File: src/rtl/rom_pipe.sv
// rtl/rom_pipe.sv - pipelined read-only lookup table with valid/ready request and response
//
// Parameters: DATA_W (word width), ADDR_W (address width), DEPTH (implemented words),
//             LATENCY (accept-to-response cycles, 1..4), INIT_FILE (image name; contents
//             are word[i] = (3*i+1) mod 2^DATA_W).
// Ports:
//   clk        rising-edge clock
//   rst_n      asynchronous active-low reset
//   req_valid  read request present
//   req_addr   read address, sampled on accept
//   req_ready  request can be accepted this cycle
//   rsp_valid  response word valid
//   rsp_ready  consumer accepts the response
//   rsp_data   read data (0 for out-of-range reads)
//   rsp_err    requested address was >= DEPTH
//   rsp_par    even parity of rsp_data (only with ROM_PARITY_EN defined)
//   busy       at least one pipeline stage holds a valid entry
// Optional feature macro: ROM_PARITY_EN.

module rom_pipe #(
    parameter int    DATA_W    = 4,
    parameter int    ADDR_W    = 4,
    parameter int    DEPTH     = 16,
    parameter int    LATENCY   = 2,
    parameter string INIT_FILE = ""
) (
    input  logic              clk,
    input  logic              rst_n,
    input  logic              req_valid,
    input  logic [ADDR_W-1:0] req_addr,
    output logic              req_ready,
    output logic              rsp_valid,
    input  logic              rsp_ready,
    output logic [DATA_W-1:0] rsp_data,
    output logic              rsp_err,
`ifdef ROM_PARITY_EN
    output logic              rsp_par,
`endif
    output logic              busy
);

    // Stages after the memory read; LATENCY=1 reads straight into the output stage.
    localparam int NDS = (LATENCY > 1) ? LATENCY - 1 : 1;
    // One extra bit so DEPTH == 2^ADDR_W is representable.
    localparam logic [ADDR_W:0] DEPTH_L = (ADDR_W + 1)'(DEPTH);

    logic stall;
    logic accept;

    assign stall     = rsp_valid & ~rsp_ready;
    assign req_ready = ~stall;
    assign accept    = req_valid & req_ready;

    // Entry presented to the memory read this cycle.
    logic              rd_valid;
    logic [ADDR_W-1:0] rd_addr;
    logic              rd_err;
    logic              s1_valid;

    generate
        if (LATENCY == 1) begin : g_direct
            assign rd_valid = accept;
            assign rd_addr  = req_addr;
            assign rd_err   = ({1'b0, req_addr} >= DEPTH_L);
            assign s1_valid = 1'b0;
        end else begin : g_stage1
            logic              v;
            logic [ADDR_W-1:0] a;
            logic              e;

            // Idle cycles load a bubble; a stall freezes the stage.
            always_ff @(posedge clk or negedge rst_n) begin
                if (!rst_n) begin
                    v <= 1'b0;
                    a <= '0;
                    e <= 1'b0;
                end else if (!stall) begin
                    v <= accept;
                    a <= req_addr;
                    e <= ({1'b0, req_addr} >= DEPTH_L);
                end
            end

            assign rd_valid = v;
            assign rd_addr  = a;
            assign rd_err   = e;
            assign s1_valid = v;
        end
    endgenerate

    logic [DATA_W-1:0] rom_word;
    logic [DATA_W-1:0] rd_word;

    // Arithmetic in DATA_W bits gives the mod 2^DATA_W wrap for free.
    assign rom_word = DATA_W'(rd_addr) * DATA_W'(3) + DATA_W'(1);

    // Out-of-range reads and bubbles carry zero data so nothing aliases.
    assign rd_word = (rd_valid && !rd_err) ? rom_word : '0;

    logic [NDS-1:0]             d_valid;
    logic [NDS-1:0]             d_err;
    logic [NDS-1:0][DATA_W-1:0] d_data;

    always_ff @(posedge clk or negedge rst_n) begin
        if (!rst_n) begin
            d_valid <= '0;
            d_err   <= '0;
            d_data  <= '0;
        end else if (!stall) begin
            d_valid[0] <= rd_valid;
            d_err[0]   <= rd_valid & rd_err;
            d_data[0]  <= rd_word;
            for (int i = 1; i < NDS; i++) begin
                d_valid[i] <= d_valid[i-1];
                d_err[i]   <= d_err[i-1];
                d_data[i]  <= d_data[i-1];
            end
        end
    end

`ifdef ROM_PARITY_EN
    // Parity is derived from the zero-gated word, so out-of-range reads yield 0.
    logic [NDS-1:0] d_par;

    always_ff @(posedge clk or negedge rst_n) begin
        if (!rst_n) begin
            d_par <= '0;
        end else if (!stall) begin
            d_par[0] <= ^rd_word;
            for (int i = 1; i < NDS; i++) begin
                d_par[i] <= d_par[i-1];
            end
        end
    end

    assign rsp_par = d_par[NDS-1];
`endif

    assign rsp_valid = d_valid[NDS-1];
    assign rsp_err   = d_err[NDS-1];
    assign rsp_data  = d_data[NDS-1];
    assign busy      = s1_valid | (|d_valid);

endmodule

File: config.mk
export PLATFORM = sky130hd
export DESIGN_NAME = rom_pipe
export DESIGN_NICKNAME = d
export VERILOG_FILES = /design/src/rtl/rom_pipe.sv
export SDC_FILE = /design/constraint.sdc
export NUM_CORES = 1
export LEC_CHECK = 0
export CAP_MARGIN = 20
export CORE_AREA = 2 2 39 41
export DETAILED_ROUTE_END_ITERATION = 16
export DIE_AREA = 0 0 41 43
export PLACE_DENSITY = 0.66
export SETUP_SLACK_MARGIN = 0.4
export SLEW_MARGIN = 5
export SYNTH_ARGS = -nofsm -noshare
export SYNTH_HDL_FRONTEND = slang
export SYNTH_SLANG_ARGS = --single-unit
File: constraint.sdc
create_clock -name clk -period 2.2 [get_ports clk]
set_input_delay 0.44 -clock clk [delete_from_list [all_inputs] [get_ports clk]]
set_output_delay 0.44 -clock clk [all_outputs]
set_load 0.03 [all_outputs]
== After elaboration in Yosys (flattened, before gate mapping) ==
Index checks and enable logic that the tools add are counted.

* Add/sub/neg operators: 1
* Multiply operators: 1
* Multiplexer cells: 1
* Bitwise gates (word level): 5

{| class="wikitable"
|+ Operators with widths
! cell !! count
|-
| 4-bit by 1-bit adder with 4-bit output (second input constant) || 1
|-
| 4-bit by 2-bit multiplier with 4-bit output (second input constant) || 1
|-
| 4-bit two-way mux || 1
|-
| 1-bit bitwise AND || 2
|-
| 1-bit inverter || 2
|-
| 1-bit bitwise OR || 1
|}

* Bits in registers: 10
* Bits of input ports: 8
* Word-level logic and storage cells: 12

== Logic depth before layout (Yosys ltp) ==
* Depth after elaboration: 4
* Depth in mapped cells: 4
* Gate-level depth less buffers: 4

== Least setup slack after synthesis ==
No wires, ideal clock.

* Kind: reg2out
* From: register d_valid (netlist: rsp_valid)
* To: output busy
* Arrival time: 0.924 ns
* Slack: 0.836 ns
* Cell stages (with the launch flop): 2
* Cell sequence: dfrtp_1 -> or2_2

* Word-level cells in the longest chain between the ends: 1

{| class="wikitable"
|+ RTL lines
! item !! RTL line !! text
|-
| start: declaration || 100 || <nowiki>logic [NDS-1:0] d_valid;</nowiki>
|-
| start signal: indexed assignment || 114 || <nowiki>d_valid[i] <= d_valid[i-1];</nowiki>
|-
| 1-bit bitwise OR || 142 || <nowiki>assign busy = s1_valid | (|d_valid);</nowiki>
|-
| end: declaration || 39 || <nowiki>output logic busy</nowiki>
|}

Every way passes these cells.

== Worst setup path in the final report ==
* From: register d_data, in the netlist rsp_data[0]
* To: output rsp_data[0]

{| class="wikitable"
|+ RTL lines
! item !! RTL line !! text
|-
| start: declaration || 102 || <nowiki>logic [NDS-1:0][DATA_W-1:0] d_data;</nowiki>
|-
| start signal: indexed assignment || 116 || <nowiki>d_data[i] <= d_data[i-1];</nowiki>
|-
| end: declaration || 34 || <nowiki>output logic [DATA_W-1:0] rsp_data,</nowiki>
|}

No word-level cell between the ends.

==> qor.txt <==
Status - completed
Final instance area - 684 um^2
Global-route wire length before repair - 1190 um
Drt total wl - 754 um
Port Buf Inserts - 14
Worst Path Arrival - 1.27 ns
Die ar. - 1760 um^2
Mapped cell area - 492 um^2
Post-DP Area - 642 um^2
Top cell type's share of synthesized area - 50.9%
GRT Total Usage - 10.8%
Clock buffer depth - 2
Clk slew on worst S/H paths - 0.06 ns
CTS root buffer - clkbuf_4
Sequential area share after synthesis - 50.9%
Pwr/cell area - 877 nW/um^2
DRT Pass-1 Iters - 4
Layout Nets - 65
Synthesized Nets - 46
CP cell instances - clkdlybuf4s50_1
Clock skew - 0.00245 ns
Clock buffer count from CTS - 3
TritonCTS clock tree - done
Fin crit period - 1.71 ns
Via/cell ratio - 4.56
Fmax - 0.584 GHz
Mapped Cells - 36
Synth warnings - 0
Critical path buffers and inverters - 1
Tcrit/Tclk final - 77.8%
RSZ-0062 raised after global routing - no
Distinct cells, synth - 17
Post-layout util - 49.5%
Pin count of the biggest net entering global routing - 11
Hold WC Path Type - input pin to asynchronous set/reset pin
CP delay by family, top - buffers and inverters
Worst vdd ir - 0.324 mV
Max Fanout on Critical Path - 2
# DRC - 0
Final Hold Fails - 0
Crit. End Element - primary output
Routed Antenna Nets - 0
Rows - 14
Ports - 16
Total grt overflow - 0
Final setup vio count - 0
Area Growth Syn to Fin - 39.2%
Yosys reg bits - 10
CP max-delay cell - clkdlybuf4s50_1
Worst-skew pair later-pin latency - 0.26 ns
Layout cell share with drive strength beyond 1 - 25.9%
Dominant cells by area after synthesis - dfrtp_1 51%, mux2_4 12%, nand3b_1 6.1%
DRT iter0 DRCs - 5
Vias in the first global route - 285
# diodes - 0
WP data required - 1.76 ns
Highest metal layer with signal wires - met4
Worst stage delay on the critical path - 0.67 ns
Min Hold Slack - 0.482 ns
Metal-1 WL - 317 um
Routed wire per std cell - 10.8 um
Met3 wire length - 60 um
Leak - 0.320 nW
Hpwl dp - 596 um
Clk sinks - 10
Max-cap violations - 0
DIE HEIGHT - 43 um
# hold bufs at CTS - 0
Initial Util - 35.5%
Fin. max-slew vios - 0
Detailed-route via count - 319
H-tree depth - 1
Die X - 41 um
Leading area contributor after synthesis - dfrtp_1
Initial antenna violation count - 0
Class of the most critical setup path - register to primary output
CP Launch Type - register
Routed length on met2 - 366 um
GP Congestion - 0.672
Core Region - 1380 um^2
TNS Setup - 0 ns
Syn avg cell area - 13.7 um^2
==> cell usage in the layout, fill, tap and decap left out, drive strengths merged <==
| cell | count |
|---|---|
| and2b | 1 |
| buf | 2 |
| clkbuf | 5 |
| clkdlybuf4s50 | 10 |
| conb | 1 |
| dfrtp | 10 |
| dlygate4sd2 | 2 |
| fa | 1 |
| ha | 1 |
| inv | 3 |
| mux2 | 5 |
| nand2 | 2 |
| nand3b | 4 |
| o21ai | 1 |
| o31ai | 3 |
| or2 | 1 |
| xnor3 | 1 |
| xor2 | 1 |
==> cell families after synthesis <==
group	share of synthesized area, %
and+or+nand+nor	10.9
AOI/OAI and AO/OA	5.60
buffers and inverters	4.33
xor gates and xnor gates	6.36
other	0.763
muxes	14.5
DFF	50.9
adders and majority gates	6.62
==> timing repair <==
action | CTS | global route
endpoints found under the setup margin | 3 | 1
cloned | 0 | 0
hold endpoints to repair | 0 | 0
pin swaps | 0 | 0
resized for setup | 5 | 2
buffers inserted | 1 | 0
==> registers in the layout (all words and copies together) (netlist names) <==
name	cells
g_stage1.a	4
rsp_valid	1
g_stage1.v	1
rsp_data	4
==> where the power goes <==
group,switching [mW],leakage [nW],internal [mW]
clock network,0.0580,0.0210,0.100
registers,0.0259,0.121,0.216
logic,0.0995,0.178,0.100
==> stage by stage <==
step / worst slack (ns) / total power [mW] / cells
floorplan: 0.836 / 0.370 / 36
global route: 0.438 / 0.638 / 70
finish: 0.488 / 0.600 / 70
detailed placement: 0.300 / 0.447 / 65
CTS: 0.410 / 0.611 / 70
global placement: 0.326 / 0.445 / 65
==> Yosys cell counts, drive strengths merged <==
library cell and instances:
or2 1, ha 1, dfrtp 10, nand2 2
conb 1, mux2 5, fa 1, xor2 1
nand3b 4, and2b 1, o31ai 3, xnor3 1
inv 3, buf 1, o21ai 1
==> area by class of cell <==
| cell class | instances | area, um^2 |
|---|---|---|
| Clock buffer | 4 | 36.3 |
| Fill cell | 128 | 699 |
| Inverter | 3 | 16.3 |
| Multi-Input combinational cell | 22 | 220 |
| Sequential cell | 10 | 250 |
| Tap cell | 16 | 20.0 |
| Timing Repair Buffer | 15 | 141 |
==> path summary, 6_finish.rpt <==
path	start	end	slack, ns	cells after the start
worst max-delay path	rsp_data[0]	rsp_data[0]	0.49	1
worst min-delay path	rst_n	rsp_data[1]	0.48	1
worst max register to register	g_stage1.a[0]	rsp_data[3]	0.82	3
worst min register to register	rsp_data[1]	rsp_data[1]	0.51	2
max in group asynchronous	rst_n	g_stage1.a[2]	1.42	1
min in group clk	rsp_data[1]	rsp_data[1]	0.51	2
==> routing by layer <==
layer	global-route usage [%]	up-vias
met5	0	-
met4	10.0	0
met3	3.14	2
met2	14.4	12
met1	13.3	147
li1	-	158
No activity file was read; power rests on OpenSTA's default activity.
